<file path="config.mk">
export PLATFORM = sky130hd
export DESIGN_NAME = alu_result_buffer
export DESIGN_NICKNAME = d
export VERILOG_FILES = /design/src/rtl/alu_result_buffer.sv
export SDC_FILE = /design/constraint.sdc
export NUM_CORES = 1
export LEC_CHECK = 0
export BUFFER_PORTS_ARGS = -buffer_cell sky130_fd_sc_hd__buf_4
export CORE_ASPECT_RATIO = 1.25
export CORE_MARGIN = 2
export CORE_UTILIZATION = 40
export CTS_CLUSTER_SIZE = 10
export DETAILED_ROUTE_END_ITERATION = 6
export GPL_ROUTABILITY_DRIVEN = 0
export GPL_TIMING_DRIVEN = 0
export PLACE_DENSITY_LB_ADDON = 0.3
export SLEW_MARGIN = 40
export SYNTH_ARGS = -nofsm -noshare
export SYNTH_HDL_FRONTEND = slang
export SYNTH_SLANG_ARGS = --single-unit
</file>
<file path="constraint.sdc">
create_clock -name clk -period 3 [get_ports clk]
set_input_delay 0.3 -clock clk [delete_from_list [all_inputs] [get_ports clk]]
set_output_delay 0.3 -clock clk [all_outputs]
set_load 0.05 [all_outputs]
</file>
<file path="src/rtl/alu_result_buffer.sv">
// Collects one result per cycle from the ALU units into a small FIFO.
// Each entry is tagged with its producing unit. Sticky bits report dropped results.
module alu_result_buffer #(
  parameter int DATA_W = 16,
  parameter int DEPTH  = 4,
  parameter int CNT_W  = 3
) (
  input  logic              clk,
  input  logic              rst,
  input  logic [DATA_W-1:0] Arith_Out,
  input  logic              Arith_Flag,
  input  logic [DATA_W-1:0] Logic_Out,
  input  logic              Logic_Flag,
  input  logic [DATA_W-1:0] CMP_Out,
  input  logic              CMP_Flag,
  input  logic [DATA_W-1:0] Shift_Out,
  input  logic              Shift_Flag,
  input  logic              Out_Ready,
  input  logic              Clr_Err,
  output logic              Out_Valid,
  output logic [DATA_W-1:0] Out_Data,
  output logic [1:0]        Out_Unit,
  output logic [CNT_W-1:0]  Count,
  output logic              Overflow_Err,
  output logic              Collision_Err
);
  localparam int PTR_W = $clog2(DEPTH);

  logic [DATA_W-1:0] r_data [DEPTH];
  logic [1:0]        r_unit [DEPTH];
  logic [PTR_W-1:0]  r_wptr, r_rptr;
  logic [CNT_W-1:0]  r_count;
  logic              r_ovf, r_coll;

  logic              w_wr_req, w_pop, w_full, w_wr, w_ovf, w_coll;
  logic [DATA_W-1:0] w_sel_data;
  logic [1:0]        w_sel_unit;

  always_comb begin
    w_sel_data = Shift_Out;
    w_sel_unit = 2'b11;
    if (Arith_Flag) begin
      w_sel_data = Arith_Out;
      w_sel_unit = 2'b00;
    end else if (Logic_Flag) begin
      w_sel_data = Logic_Out;
      w_sel_unit = 2'b01;
    end else if (CMP_Flag) begin
      w_sel_data = CMP_Out;
      w_sel_unit = 2'b10;
    end
  end

  assign w_wr_req = Arith_Flag | Logic_Flag | CMP_Flag | Shift_Flag;
  assign w_coll   = (Arith_Flag & (Logic_Flag | CMP_Flag | Shift_Flag)) |
                    (Logic_Flag & (CMP_Flag | Shift_Flag)) |
                    (CMP_Flag & Shift_Flag);
  assign w_full   = (r_count == CNT_W'(DEPTH));
  assign w_pop    = (r_count != '0) & Out_Ready;
  // A pop frees the slot at the same edge, so a full FIFO can still accept.
  assign w_wr     = w_wr_req & (~w_full | w_pop);
  assign w_ovf    = w_wr_req & w_full & ~w_pop;

  always_ff @(posedge clk) begin
    if (w_wr) begin
      r_data[r_wptr] <= w_sel_data;
      r_unit[r_wptr] <= w_sel_unit;
    end
  end

  always_ff @(posedge clk or negedge rst) begin
    if (!rst) begin
      r_wptr  <= '0;
      r_rptr  <= '0;
      r_count <= '0;
      r_ovf   <= 1'b0;
      r_coll  <= 1'b0;
    end else begin
      if (w_wr)  r_wptr <= r_wptr + 1'b1;
      if (w_pop) r_rptr <= r_rptr + 1'b1;
      if (w_wr && !w_pop)      r_count <= r_count + 1'b1;
      else if (!w_wr && w_pop) r_count <= r_count - 1'b1;
      // Set wins over clear when both land on the same edge.
      if (w_ovf)        r_ovf <= 1'b1;
      else if (Clr_Err) r_ovf <= 1'b0;
      if (w_coll)       r_coll <= 1'b1;
      else if (Clr_Err) r_coll <= 1'b0;
    end
  end

  assign Out_Valid     = (r_count != '0);
  assign Out_Data      = Out_Valid ? r_data[r_rptr] : '0;
  assign Out_Unit      = Out_Valid ? r_unit[r_rptr] : 2'b00;
  assign Count         = r_count;
  assign Overflow_Err  = r_ovf;
  assign Collision_Err = r_coll;
endmodule

</file>
# ---- Word-level counts from Yosys, hierarchy flattened
# Memory sizes are Yosys's and may differ from the RTL's.
# Cells that the tools add are included.
# W data, S select, Z words.
dict set report totals {
  register_bits 9
  latchBits 0
  ramBits 72
  romBits 0
  inputBits 72
  word_cells 53
  mem_count 2
}
dict set report classes {
  add_sub_neg 4
  multipliers 0
  n_div 0
  n_lt_le_gt_ge 0
  n_eq_ne 1
  shift 0
  n_mux 15
  bitwise 18
  n_reduce_logical 8
}
# memory depth width read_ports rd_ports_with_merged_regs wr line
set mem_list {}
lappend mem_list {r_data 4 16 1 0 1 29} ;# logic [DATA_W-1:0] r_data [DEPTH];
lappend mem_list {r_unit 4 2 1 0 1 30} ;# logic [1:0] r_unit [DEPTH];
# operator count
set op_table {}
lappend op_table {{$mux W16} 4}
lappend op_table {{$or A1 B1 Y1} 9}
lappend op_table {{$and A1 B1 Y1} 7}
lappend op_table {{$mux W1} 6}
lappend op_table {{$mux W2} 3}
lappend op_table {{$mux W3} 2}
lappend op_table {{$reduce_bool A2 Y1} 3}
lappend op_table {{$add A2 B1 Y2 const B} 2}
lappend op_table {{$add A3 B1 Y3 const B} 1}
lappend op_table {{$eq A3 B3 Y1 const B} 1}
lappend op_table {{$reduce_bool A3 Y1} 1}
lappend op_table {{$sub A3 B1 Y3 const B} 1}
lappend op_table {{$logic_and A1 B1 Y1} 2}
lappend op_table {{$logic_not A1 Y1} 2}
lappend op_table {{$not A1 Y1} 2}

# ---- Depth between registers and ports, before layout
# Gate-level depths: netlist of run 1.
dict set report logic_depth {
  ltp_word 8
  mapped_depth 9
}

# ---- Least setup slack after synthesis of run 1
# Ideal clock, no wire load.
dict set report synth_path {
  path_type {register to output}
  from {register r_count[0] (netlist: Count[0])}
  to {output Out_Data[10]}
  arrival_ns 2.082
  required_ns 2.700
  slack_ns 0.618
  stages_incl_launch_ff 4
  path_buffers 1
  cell_sequence {dfrtp_1 -> or3_4 -> clkbuf_1 -> and2_1}
}
dict set report synth_between {
  elab_chain_cells 2
}
# item line
set synth_lines {}
lappend synth_lines {{start, declared} 32} ;# logic [CNT_W-1:0] r_count;
lappend synth_lines {{start signal, assigned} 81} ;# if (w_wr && !w_pop) r_count <= r_count + 1'b1;
lappend synth_lines {{start signal, assigned} 82} ;# else if (!w_wr && w_pop) r_count <= r_count - 1'b1;
lappend synth_lines {{$reduce_bool A3 Y1} 91} ;# assign Out_Valid = (r_count != '0);
lappend synth_lines {{via Out_Valid} 20} ;# output logic Out_Valid,
lappend synth_lines {{$mux W16} 92} ;# assign Out_Data = Out_Valid ? r_data[r_rptr] : '0;
lappend synth_lines {{end, declared} 21} ;# output logic [DATA_W-1:0] Out_Data,
# The timed path passes the listed nets, and every way through them passes these cells.

# ---- Worst setup path in the final report of run 1
dict set report layout_path {
  from {register r_count[0] (netlist: Count[0])}
  to {output Out_Data[9]}
}
dict set report layout_between {
  elab_chain_cells 2
}
# item line
set layout_lines {}
lappend layout_lines {{$reduce_bool A3 Y1} 91}
lappend layout_lines {{$mux W16} 92}
# No other way between the ends.

==> impl_metrics.prom, run 1 <==
# TYPE chip_impl_metric gauge
chip_impl_info{name="run_status",value="complete, no violations"} 1
chip_impl_info{name="min_delay_startpoint",value="Clr_Err"} 1
chip_impl_metric{name="row_count",unit=""} 40
chip_impl_metric{name="ys_async_sr_fraction",unit=""} 0.111
chip_impl_metric{name="ios",unit=""} 96
chip_impl_metric{name="routed_wl",unit="um"} 8190
chip_impl_metric{name="worst-path-max-fanout",unit=""} 10
chip_impl_metric{name="max-vdd-ir-drop",unit="uV"} 559
chip_impl_info{name="clockRootBuffer",value="clkbuf_16"} 1
chip_impl_metric{name="regArea",unit="sq um"} 2390
chip_impl_metric{name="final_layout_size_suffix_gt1_frac",unit=""} 0.472
chip_impl_metric{name="grt_pass1_wl",unit="um"} 12300
chip_impl_info{name="synth_top_cells_by_count",value="72 x edfxtp_1, 22 x and2_1, 18 x mux4_2"} 1
chip_impl_metric{name="placeableCoreArea",unit="sq um"} 9510
chip_impl_metric{name="synth.lib_cells_used.distinct",unit=""} 31
chip_impl_metric{name="grt_max_degree",unit=""} 19
chip_impl_metric{name="globalRouteTotalUtil",unit=""} 0.160
chip_impl_metric{name="first_global_vias",unit=""} 2359
chip_impl_metric{name="clkLatencyLatePin",unit="ns"} 0.33
chip_impl_metric{name="finalClockSkew",unit="ns"} 0.00727
chip_impl_metric{name="whs",unit="ns"} 0.180
chip_impl_metric{name="fillerInstances",unit=""} 835
chip_impl_metric{name="grt_antenna_before_repair",unit=""} 0
chip_impl_metric{name="post_drt_via_cell_ratio",unit=""} 4.95
chip_impl_info{name="rsz0062_at_grt",value="no"} 1
chip_impl_metric{name="port_buffers",unit=""} 94
chip_impl_metric{name="vias",unit=""} 2321
chip_impl_metric{name="clk_transition_reported_paths",unit="ns"} 0.06
chip_impl_metric{name="postCtsSetupRepairBufs",unit=""} 0
chip_impl_metric{name="drv_cap",unit=""} 0
chip_impl_metric{name="synth_largest_type_area_fraction",unit=""} 0.561
chip_impl_metric{name="route.detailed.wl_per_inst",unit="um"} 17.5
chip_impl_metric{name="n_antenna_cell",unit=""} 0
chip_impl_info{name="min_path_type",value="input port to flop"} 1
chip_impl_metric{name="chipHeight",unit="um"} 114
chip_impl_metric{name="worst-endpoint-arrival",unit="ns"} 1.94
chip_impl_metric{name="cts_num_sinks",unit=""} 81
chip_impl_metric{name="detailed_place_hpwl",unit="um"} 5680
chip_impl_info{name="yosys.cell_count.top_type",value="edfxtp_1"} 1
chip_impl_metric{name="timing_max_transition_violations_final",unit=""} 0
chip_impl_metric{name="syn-mean-instance-area",unit="sq um"} 16.6
chip_impl_metric{name="fin_util",unit=""} 0.531
chip_impl_metric{name="cts_made_buffers",unit=""} 9
chip_impl_metric{name="power.static_leakage",unit="nW"} 2.00
chip_impl_metric{name="cts_repair_resize_count",unit=""} 0
chip_impl_metric{name="finalCritPeriodShare",unit=""} 0.747
chip_impl_metric{name="final-hold-violation-count",unit=""} 0
chip_impl_info{name="synth.area.top_cells",value="edfxtp_1 56%, mux4_2 11%, dfrtp_1 5.8%"} 1
chip_impl_metric{name="pwr_density_cell",unit="nW/um^2"} 1110
chip_impl_metric{name="multi_input_gate_area_in_the_final_layout",unit="sq um"} 1340
chip_impl_metric{name="synthesized_net_count",unit=""} 310
chip_impl_metric{name="cts.htree.levels",unit=""} 3
chip_impl_metric{name="finalCriticalPeriod",unit="ns"} 2.24
chip_impl_metric{name="design.die.area",unit="sq um"} 10400
chip_impl_metric{name="postRouteAntennaNets",unit=""} 0
chip_impl_info{name="ys.flop_type",value="edfxtp_1"} 1
chip_impl_metric{name="worstMarginPinSlew",unit="ns"} 0.579
chip_impl_metric{name="critical_path_required",unit="ns"} 2.70
chip_impl_metric{name="drc",unit=""} 0
chip_impl_metric{name="drt_iter0_markers",unit=""} 148
chip_impl_metric{name="slew_headroom",unit=""} 0.614
chip_impl_metric{name="global_route.overflow_total",unit=""} 0
chip_impl_metric{name="syn-instance-count",unit=""} 232
chip_impl_metric{name="yosys_warnings",unit=""} 0
chip_impl_metric{name="synth_seq_area_share",unit=""} 0.619
chip_impl_metric{name="detailedRoute.firstPassIterationCount",unit=""} 4
chip_impl_info{name="crit_path_end_kind",value="primary output"} 1
chip_impl_metric{name="cts_hold_buf",unit=""} 1
chip_impl_metric{name="synth.ff_latch_count",unit=""} 81
chip_impl_metric{name="synth_area",unit="sq um"} 3860
chip_impl_metric{name="ctsLongestPathBuffers",unit=""} 2
chip_impl_metric{name="fmaxAchievable",unit="MHz"} 446
chip_impl_info{name="crit_start",value="Count[0]"} 1
chip_impl_info{name="worst_setup_path_start_kind",value="flop"} 1
chip_impl_metric{name="post-layout-total-power",unit="mW"} 5.63
chip_impl_metric{name="total_negative_slack",unit="ns"} 0
chip_impl_info{name="netlist.top_cell.by_area",value="edfxtp_1"} 1
chip_impl_metric{name="layout-area-overhead-vs-synth",unit="%"} 30.9
chip_impl_metric{name="synth_enable_flop_cells",unit=""} 72
chip_impl_metric{name="dieWidth",unit="um"} 91.8
chip_impl_metric{name="final_net_count",unit=""} 416
chip_impl_info{name="worstReg2RegStart",value="Count[0]"} 1
chip_impl_info{name="tritoncts_clock_tree",value="done"} 1
chip_impl_metric{name="initial_core_util",unit=""} 0.406
chip_impl_metric{name="setup-violations-final",unit=""} 0
chip_impl_info{name="critPathKind",value="flop to primary output"} 1
## metrics by stage
stage / cells / area, sq um / worst slack, ns
floorplan: 232 / 3860 / 0.618
global placement: 452 / 4720 / 0.884
detailed placement: 452 / 4720 / 0.854
CTS: 469 / 5050 / 0.732
global route: 469 / 5050 / 0.642
finish: 469 / 5050 / 0.759
## kinds of logic after synthesis
kind of cell,synth area share
compound gates,0.0289
flops,0.619
fa+ha+maj,0.0214
simple gates,0.0759
xor+xnor,0.0136
buf+inv,0.0341
mux,0.207
## power breakdown
group          switching, mW  internal (mW)
Clock                  0.408          0.727
Combinational           1.65           1.00
Sequential             0.133           1.70
## worst paths after layout
path	slack (ns)	to	cells after the start
worst max register to register	0.86	Count[2]	8
worst max-delay path	0.76	Out_Data[9]	4
max in group asynchronous	2.53	r_rptr[1]	2
worst min-delay path	0.18	Collision_Err	2
worst min register to register	0.53	Overflow_Err	2
min in group asynchronous	0.32	Count[2]	2
## critical path, cell delays in order (launching register included)
cell and delay (ns):
dfrtp_1 0.48, or3_4 0.44, clkbuf_1 0.26, and2_1 0.23
buf_4 0.19
## flip-flops by register name, summed over array words and instances (netlist names)
signal         count
r_unit             8
r_rptr             2
r_data            64
r_wptr             2
Count              3
Collision_Err      1
Overflow_Err       1
## cell type report
type	count	share of cell area
Tap cell	126	0.0312
Sequential cell	81	0.473
Clock inverter	5	0.0159
Clock buffer	11	0.0461
Multi-Input combinational cell	132	0.266
Inverter	6	0.00446
Timing Repair Buffer	95	0.142
Buffer	13	0.0216
## per-layer routing
metal  track usage  wire [um]  vias up
met1         0.186       3210     1159
met5             0          0        -
li1              -          -     1094
met2         0.290       4500       57
met3        0.0297        342       11
met4        0.0637        131        0
## cell usage in the layout, fill, tap and decap left out, types with 6 or more instances in the layout
| cell | instances |
|---|---|
| and2_1 | 18 |
| o21ai_0 | 9 |
| clkbuf_1 | 6 |
| edfxtp_1 | 72 |
| mux4_2 | 18 |
| o21ai_1 | 8 |
| nand2_1 | 17 |
| mux2_2 | 10 |
| mux2_4 | 8 |
| buf_4 | 95 |
| clkbuf_16 | 9 |
| mux2i_1 | 16 |
| dfrtp_1 | 9 |
(Power assumes the default switching activity.)
==> run 2: changes to the inputs <==
==> constraint.sdc (replaced) <==
create_clock -name clk -period 2.2 [get_ports clk]
set_input_delay 0.22 -clock clk [delete_from_list [all_inputs] [get_ports clk]]
set_output_delay 0.22 -clock clk [all_outputs]
set_load 0.05 [all_outputs]
==> run 2 against run 1 <==
Worst setup slack worse by 0.63 ns. Critical path depth rose by 1. Core utilization increased by 0.13 points. Combinational power is 38% higher. Power grew 35%. Flip-flop and latch count did not move. Register-to-register slack worse by 0.72 ns. Critical endpoint is now Out_Data[11].
==> impl_metrics.prom, run 2 (same netlist as run 1, synthesis figures left out) <==
# TYPE chip_impl_metric gauge
chip_impl_info{name="run_status",value="complete, no violations"} 1
chip_impl_metric{name="final-hold-violation-count",unit=""} 0
chip_impl_metric{name="fin_util",unit=""} 0.532
chip_impl_info{name="clockRootBuffer",value="clkbuf_16"} 1
chip_impl_info{name="min_path_type",value="input port to flop"} 1
chip_impl_metric{name="dp_worst_setup_slack",unit="ns"} 0.0816
chip_impl_metric{name="max_ffs_per_register",unit=""} 64
chip_impl_metric{name="setup-violations-final",unit=""} 0
chip_impl_metric{name="finalClockSkew",unit="ns"} 0.00416
chip_impl_metric{name="post_drt_via_cell_ratio",unit=""} 4.90
chip_impl_metric{name="vias",unit=""} 2306
chip_impl_metric{name="post-layout-total-power",unit="mW"} 7.62
chip_impl_metric{name="chipHeight",unit="um"} 114
chip_impl_metric{name="timing_max_transition_violations_final",unit=""} 0
chip_impl_metric{name="fmaxAchievable",unit="MHz"} 484
chip_impl_metric{name="setup_slack",unit="ns"} 0.133
chip_impl_info{name="tritoncts_clock_tree",value="done"} 1
chip_impl_metric{name="worst-endpoint-arrival",unit="ns"} 1.85
chip_impl_info{name="worstReg2RegStart",value="Count[0]"} 1
chip_impl_metric{name="final_net_count",unit=""} 418
chip_impl_metric{name="detailed_place_hpwl",unit="um"} 5540
chip_impl_info{name="rsz0062_at_grt",value="no"} 1
chip_impl_metric{name="first_global_vias",unit=""} 2336
chip_impl_metric{name="row_count",unit=""} 40
chip_impl_info{name="worst_setup_path_start_kind",value="flop"} 1
chip_impl_metric{name="finalCriticalPeriod",unit="ns"} 2.07
chip_impl_metric{name="dieWidth",unit="um"} 91.8
chip_impl_info{name="layout_common_cells",value="97 x buf_4, 72 x edfxtp_1, 18 x mux4_2, 18 x and2_1, 17 x nand2_1"} 1
chip_impl_metric{name="cts_made_buffers",unit=""} 9
chip_impl_metric{name="route.detailed.wl_per_inst",unit="um"} 16.6
chip_impl_metric{name="layout-area-overhead-vs-synth",unit="%"} 31.2
chip_impl_metric{name="clkLatencyLatePin",unit="ns"} 0.33
chip_impl_metric{name="placeableCoreArea",unit="sq um"} 9510
chip_impl_metric{name="port_buffers",unit=""} 94
chip_impl_metric{name="grt_pass1_wl",unit="um"} 12100
chip_impl_metric{name="worst-path-max-fanout",unit=""} 10
chip_impl_metric{name="drt_iter0_markers",unit=""} 134
chip_impl_metric{name="slew_headroom",unit=""} 0.600
chip_impl_info{name="critPathKind",value="flop to primary output"} 1
chip_impl_info{name="crit_path_end_kind",value="primary output"} 1
chip_impl_metric{name="final_layout_size_suffix_gt1_frac",unit=""} 0.496
chip_impl_metric{name="grt_antenna_before_repair",unit=""} 0
chip_impl_metric{name="detailedRoute.firstPassIterationCount",unit=""} 4
chip_impl_metric{name="globalRouteTotalUtil",unit=""} 0.156
chip_impl_info{name="commonest_non_fill_non_tap_cell_in_the_layout",value="buf_4"} 1
chip_impl_metric{name="grt_max_degree",unit=""} 19
chip_impl_info{name="crit_start",value="r_rptr[1]"} 1
chip_impl_metric{name="n_antenna_cell",unit=""} 0
chip_impl_metric{name="dp.cells",unit=""} 452
chip_impl_metric{name="global_route.overflow_total",unit=""} 0
chip_impl_metric{name="critical_path_required",unit="ns"} 1.98
chip_impl_metric{name="worstMarginPinSlew",unit="ns"} 0.600
chip_impl_metric{name="postRouteAntennaNets",unit=""} 0
chip_impl_metric{name="routed_wl",unit="um"} 7840
chip_impl_metric{name="regArea",unit="sq um"} 2390
chip_impl_metric{name="drv_cap",unit=""} 0
chip_impl_metric{name="total_negative_slack",unit="ns"} 0
chip_impl_metric{name="cts_num_sinks",unit=""} 81
chip_impl_metric{name="instances_no_fill",unit=""} 471
chip_impl_metric{name="power.static_leakage",unit="nW"} 2.01
chip_impl_info{name="min_delay_startpoint",value="Clr_Err"} 1
chip_impl_metric{name="ios",unit=""} 96
chip_impl_metric{name="clk_transition_reported_paths",unit="ns"} 0.06
chip_impl_metric{name="finalCritPeriodShare",unit=""} 0.939
chip_impl_metric{name="ctsLongestPathBuffers",unit=""} 2
chip_impl_metric{name="multi_input_gate_area_in_the_final_layout",unit="sq um"} 1350
chip_impl_metric{name="initial_core_util",unit=""} 0.406
chip_impl_metric{name="cts.htree.levels",unit=""} 3
chip_impl_metric{name="fillerInstances",unit=""} 796
chip_impl_info{name="max_flop_register",value="r_data"} 1
chip_impl_metric{name="drc",unit=""} 0
chip_impl_metric{name="max-vdd-ir-drop",unit="uV"} 973
chip_impl_metric{name="design.die.area",unit="sq um"} 10400
chip_impl_metric{name="pwr_density_cell",unit="nW/um^2"} 1510
run 2: final timing paths:
kind	slack, ns	endpoint	cells after the start
min in group asynchronous	0.24	Count[2]	2
min reg2reg	0.53	Count[2]	1
max in group asynchronous	1.81	Count[1]	2
max reg2reg	0.14	Count[1]	7
min	0.09	Overflow_Err	2
max	0.13	Out_Data[11]	5
run 2: cell type report:
class	count	area share
Multi-Input combinational cell	132	0.266
Clock inverter	7	0.0156
Tap cell	126	0.0312
Inverter	6	0.00445
Buffer	13	0.0218
Timing Repair Buffer	97	0.144
Sequential cell	81	0.472
Clock buffer	9	0.0445
run 2: per-stage QoR:
stage	instance area (sq um)	hold WS [ns]
final	5060	0.0948
after detailed placement	4730	0.0546
after floorplan	3860	-0.0756
after CTS	5040	0.0850
after global routing	5060	0.111
after global placement	4720	0.0523
run 2: power breakdown:
group | switching [mW] | total [mW] | internal (mW)
logic | 2.27 | 3.67 | 1.40
clock network | 0.583 | 1.47 | 0.889
registers | 0.155 | 2.48 | 2.33
run 2: per-layer routing:
layer  track usage  wire length, um
met1         0.184             3170
met2         0.277             4300
met3        0.0277              224
met4        0.0736              142
met5             0                0
run 2: critical path, cell delays in order (launching register included):
cell,delay [ns]
dfrtp_1,0.31
buf_2,0.27
buf_4,0.27
mux4_2,0.31
and2_1,0.17
buf_4,0.19
run 2: timing repair:
| item | CTS | global route |
|---|---|---|
| buffers inserted | 0 | 2 |
| hold buffers | 1 | 0 |
| gates resized for setup | 0 | 2 |
| endpoints found under the setup margin | 0 | 1 |
| endpoints found under the hold margin | 9 | 0 |
